**src/rtl/fetch_buffer.sv**
```systemverilog
// Pairs each accepted fetch PC with the next-cycle memory word and queues {pc, instr} for decode.
// Fetch-to-decode latency is two cycles; stall_out holds the PC while queued plus in-flight fetches fill DEPTH.
module fetch_buffer #(
   parameter int PC_WIDTH    = 32,
   parameter int INSTR_WIDTH = 32,
   parameter int DEPTH       = 4
) (
   input  logic                   clk,
   input  logic                   rst_n,
   input  logic [PC_WIDTH-1:0]    pc_in,
   input  logic                   pc_in_valid,
   input  logic [INSTR_WIDTH-1:0] instr_in,
   input  logic                   flush,
   output logic                   stall_out,
   output logic                   dec_valid,
   input  logic                   dec_ready,
   output logic [PC_WIDTH-1:0]    dec_pc,
   output logic [INSTR_WIDTH-1:0] dec_instr
);
   localparam int AW = $clog2(DEPTH);
   localparam int CW = $clog2(DEPTH + 1);

   typedef struct packed {
      logic [PC_WIDTH-1:0]    pc;
      logic [INSTR_WIDTH-1:0] instr;
   } entry_t;

   entry_t              r_mem [DEPTH];
   logic [AW-1:0]       r_wptr;
   logic [AW-1:0]       r_rptr;
   logic [CW-1:0]       r_count;
   logic                r_inflight;
   logic [PC_WIDTH-1:0] r_pend_pc;

   logic                w_acc;
   logic                w_wr;
   logic                w_deq;
   logic [CW:0]         w_occ;
   entry_t              w_head;

   // The in-flight fetch already owns a slot, so it counts toward occupancy.
   assign w_occ     = {1'b0, r_count} + {{CW{1'b0}}, r_inflight};
   assign stall_out = ~flush & (w_occ >= (CW + 1)'(DEPTH));
   assign dec_valid = (r_count != '0) & ~flush;

   assign w_acc  = pc_in_valid & ~stall_out & ~flush;
   assign w_wr   = r_inflight & ~flush;
   assign w_deq  = dec_valid & dec_ready;
   assign w_head = r_mem[r_rptr];

   assign dec_pc    = dec_valid ? w_head.pc    : '0;
   assign dec_instr = dec_valid ? w_head.instr : '0;

   always_ff @(posedge clk) begin
      if (!rst_n) begin
         r_wptr     <= '0;
         r_rptr     <= '0;
         r_count    <= '0;
         r_inflight <= 1'b0;
         r_pend_pc  <= '0;
      end else if (flush) begin
         r_wptr     <= '0;
         r_rptr     <= '0;
         r_count    <= '0;
         r_inflight <= 1'b0;
      end else begin
         r_inflight <= w_acc;
         if (w_acc) begin
            r_pend_pc <= pc_in;
         end
         if (w_wr) begin
            r_wptr <= r_wptr + AW'(1);
         end
         if (w_deq) begin
            r_rptr <= r_rptr + AW'(1);
         end
         r_count <= r_count + CW'(w_wr) - CW'(w_deq);
      end
   end

   always_ff @(posedge clk) begin
      if (rst_n && w_wr) begin
         r_mem[r_wptr] <= '{pc: r_pend_pc, instr: instr_in};
      end
   end

   a_no_overflow : assert property (@(posedge clk) disable iff (!rst_n)
      !(w_wr && r_count == CW'(DEPTH)));

endmodule
```
**config.mk**
```make
export PLATFORM = sky130hd
export DESIGN_NAME = fetch_buffer
export DESIGN_NICKNAME = d
export VERILOG_FILES = /design/src/rtl/fetch_buffer.sv
export SDC_FILE = /design/constraint.sdc
export NUM_CORES = 1
export LEC_CHECK = 0
export CORE_MARGIN = 3
export CORE_UTILIZATION = 60
export CTS_CLUSTER_SIZE = 8
export DETAILED_ROUTE_END_ITERATION = 10
export PLACE_DENSITY = 0.86
export SYNTH_ARGS = -nofsm -noshare
export SYNTH_HDL_FRONTEND = slang
export SYNTH_SLANG_ARGS = --single-unit
export TNS_END_PERCENT = 10
```
**constraint.sdc**
```tcl
create_clock -name clk -period 4.42 [get_ports clk]
set_input_delay 0.884 -clock clk [delete_from_list [all_inputs] [get_ports clk]]
set_output_delay 0.884 -clock clk [all_outputs]
set_load 0.02 [all_outputs]
```
* Word level (Yosys, flattened, before mapping)
Memories as Yosys holds them, arrays and structs flattened. A register that Yosys moved wholly into a read port is not among the register bits.
Index checks and enable logic that the tools add are counted.
** Storage, ports and cells
- Word-level logic and storage cells :: 31
- Bits in registers :: 40
- Memories :: 1
- Input bits :: 69
- Output and inout port bits :: 66
- Bits in writable memories :: 256
** Memory list
- r_mem :: words 4, width 64, read ports 1, clocked after Yosys merged registers in 1, write ports 1, RTL line 28 : entry_t r_mem [DEPTH];
** Operators by class
- Bitwise logic cells :: 9
- Reductions and logical operators :: 4
- Add/subtract/negate cells :: 5
- Mux-type cells :: 6
- Order comparisons :: 1
** Operator list (number)
- 32-bit 2-to-1 mux :: 2
- 1-bit AND :: 6
- 2-bit by 1-bit adder with 2-bit output (second input constant) :: 2
- 3-bit by 1-bit adder with 4-bit output :: 1
- 4-bit by 3-bit greater-or-equal comparator with 1-bit output (second input constant) :: 1
- 2-bit 2-to-1 mux :: 2
- 3-bit by 1-bit adder with 3-bit output :: 1
- 1-bit NOT :: 3
- 3-bit nonzero test :: 1
- 3-bit by 1-bit subtractor with 3-bit output :: 1
- 1-bit 2-to-1 mux :: 2
- 2-bit AND reduction :: 1
- 2-bit OR reduction :: 1
- 1-bit logical AND :: 1

* Longest topological paths before layout
- Depth in word-level cells :: 7
- Gate-level depth with buffers :: 9

* Worst setup path before layout
No wires, ideal clock.
- Path type :: input to register
- Start :: input flush
- End :: memory r_mem[0][0] in the netlist's numbering, enable pin
- Arrival time :: 2.828 ns
- Library setup time :: 0.429 ns
- Buffers on the path :: 1
- Path slack :: 1.163 ns
- Stages :: 3
- Cell sequence :: buf_6 -> and2b_1 -> and3_1
** On the way
- Word-level cells in the longest chain between the ends :: 5
** Ends and longest elaborated chain
- from (decl) :: RTL line 13 : input logic flush,
- 1-bit NOT (no line)
- 1-bit AND :: RTL line 47 : assign w_wr = r_inflight & ~flush;
- 1-bit logical AND :: RTL line 82 : if (rst_n && w_wr) begin
- 1-bit 2-to-1 mux :: RTL line 82
- 1-bit 2-to-1 mux (implied by the code) :: RTL line 83 : r_mem[r_wptr] <= '{pc: r_pend_pc, instr: instr_in};
- to (decl) :: RTL line 28
No other way between the ends.

* Worst setup path in the final report
- Start :: input flush
- End :: output dec_instr[24]
** On the way
- Word-level cells in the longest chain between the ends :: 3
** Ends and longest elaborated chain
- 1-bit NOT (no line)
- 1-bit AND :: RTL line 44 : assign dec_valid = (r_count != '0) & ~flush;
- 32-bit 2-to-1 mux :: RTL line 52 : assign dec_instr = dec_valid ? w_head.instr : '0;
- to (decl) :: RTL line 18 : output logic [INSTR_WIDTH-1:0] dec_instr
No other way between the ends.

==> impl_metrics.yaml <==
place:
  place.detailed.hpwl_um: 12700
  place_congestion: 0.7442
  placed_area_mm2: 0.01307
  io_buffers: 134
layout:
  seqCellArea_mm2: 0.008536
  utilization_pct: 77.73
  diodes: 0
  finalInstanceArea_mm2: 0.01430
  fin_nets: 834
  multi_input_area_mm2: 0.002779
  layout_common_cells: "256 x edfxtp_1, 133 x clkdlybuf4s50_1, 67 x nand2_1, 66 x and2_1, 64 x mux4_2"
  mostFrequentLayoutCell: "edfxtp_1"
  fill_cells: 993
  area_delta_synth_final_pct: 24.49
  layout-drive-gt1-share_pct: 16.46
clocking:
  cts_resized: 0
  post_cts_buffers: 0
  tritoncts: "done"
  clock_path_buffers: 3
  clk-insertion-delay-late_ns: 0.52
  hold_buffers: 0
  clk_pin_slew_ns: 0.05
  cts_root_buf: "clkbuf_16"
  cts_buffers: 43
  htree_levels: 2
  clock-sinks: 298
timing:
  fin_skew_ns: 0.01542
  setup-tns-final_ns: 0
  final-setup-viol-count: 0
  period_needed_ns: 3.709
  fmax_mhz: 269.6
  worst_slew_pin_slew_ns: 1.021
  slew_headroom_pct: 31.96
  period_share_pct: 83.90
  hold_violations: 0
  rsz0062_at_grt: "no"
  slew_viol_final: 0
synth:
  synth_top_area_share_pct: 66.94
  syn-instance-count: 602
  ys_ff_latch: 298
  ys_top_cells_by_area: "edfxtp_1 67%, mux4_2 13%, dfxtp_1 7.3%"
  postSynth.asyncResetShare_pct: 0
  synth.yosys.seq_area_share_pct: 74.26
  synthFlopType: "edfxtp_1"
  syn_area_per_cell_um2: 19.08
  syn-num-nets: 679
  synth_edf_count: 256
  synth_area_leader_cell: "edfxtp_1"
  synth_warnings: 0
  synth_cell_type_count: 30
  synthesis.area_mm2: 0.01148
detailed_routing:
  ant_nets: 0
  routed_via_density: 5.812
  drt-initial-drc-count: 369
  via_count: 5922
  drt-total-wl_um: 22310
  wl_per_cell_um: 21.89
  drt-pass1-iter-count: 4
  drcViolationCount: 0
grt:
  grt_pass1_vias: 6410
  overflow: 0
  track_usage_pct: 22.32
  grt_pass1_wl_um: 35050
  grt_max_degree: 67
  antenna_found_initial: 0
run:
  cap_violations: 0
pwr:
  vdd_drop_max_mv: 0.3524
  p_total_mw: 6.209
  total_leakage_power_nw: 4.646
  p_per_area_mw_per_mm2: 434.3
die:
  initial_utilization_pct: 62.44
  die-area_mm2: 0.02084
  rows: 49
  ioPinCount: 135
  die_h_um: 144.4
  core-area_mm2: 0.01839
  dieWidth_um: 144.4
critical_path:
  worstSetupStartpointType: "input pin"
  critPathKind: "in2out"
  cp.arrival_ns: 2.82
  worst_setup_path_end_kind: "primary output"
  cp_max_fo: 40
  worstPathRequired_ns: 3.54
min_path:
  hp-class: "reg2reg"
run_status:
  status: "finished clean"
==> per-stage QoR <==
stage	hold WS [ns]	std cells	setup WS (ns)
6_report	0.4794	1019	0.7114
5_1_grt	0.4876	1019	0.5982
4_1_cts	0.4772	1019	0.6901
3_5_place_dp	0.4703	941	0.7375
3_3_place_gp	0.4541	941	0.7923
2_1_floorplan	0.4529	602	1.163
==> power by group <==
part / internal, mW / switching, mW
Combinational: 0.0952 / 0.0804
Clock: 1.82 / 1.11
Sequential: 3.08 / 0.0218
Total: 4.99 / 1.22
==> state kept, by name, indices dropped and copies added, names as in the netlist, named ones only <==
signal      cells
r_rptr          2
r_pend_pc      32
r_mem         256
r_wptr          2
r_inflight      1
r_count         3
==> metal layers <==
metal | track usage [%] | vias to the layer above | part of all wire [%]
li1 | - | 2644 | -
met1 | 29.14 | 3033 | 40
met2 | 37.48 | 188 | 51
met3 | 5.093 | 57 | 5.4
met4 | 7.953 | 0 | 3.2
met5 | 0 | - | 0
==> worst max-delay path: stages <==
cell and delay (ns):
clkdlybuf4s50_1 0.58, nor2_4 0.17, buf_4 0.31, and2_1 0.23, clkdlybuf4s50_1 0.63
==> synthesized netlist by cell type (all sizes together) (2+ instances only) <==
| master | count |
|---|---|
| and2 | 66 |
| and3 | 4 |
| buf | 15 |
| clkbuf | 18 |
| dfxtp | 42 |
| edfxtp | 256 |
| ha | 7 |
| inv | 4 |
| mux2i | 35 |
| mux4 | 64 |
| nand2 | 67 |
| nand2b | 3 |
| nor2 | 6 |
| o22ai | 2 |
| xnor2 | 2 |
==> cell families after synthesis <==
logic type               count (synthesis)  synth area share [%]
flip-flops                             298                 74.26
AND/OR/NAND/NOR                        153                 6.842
multiplexers                            99                 15.60
buffers and inverters                   37                 1.787
adder cells (fa/ha/maj)                  8                0.9369
AO/OA/AOI/OAI                            5                0.4249
XOR/XNOR                                 2                0.1525
==> final timing paths <==
kind	start	end	slack (ns)	cells past startpoint
max	flush	dec_instr[24]	0.71	5
max reg2reg	r_count[1]	r_count[2]	2.03	9
min reg2reg	r_rptr[1]	flip-flop	0.48	2
min	r_rptr[1]	flip-flop	0.48	2
==> area by class of cell <==
type,count,area share [%]
Tap cell,229,2.004
Clock buffer,74,8.340
Timing Repair Buffer,143,10.17
Clock inverter,4,0.2450
Inverter,4,0.1050
Sequential cell,298,59.70
Multi-Input combinational cell,267,19.44
No activity file was read; power rests on OpenSTA's default activity.
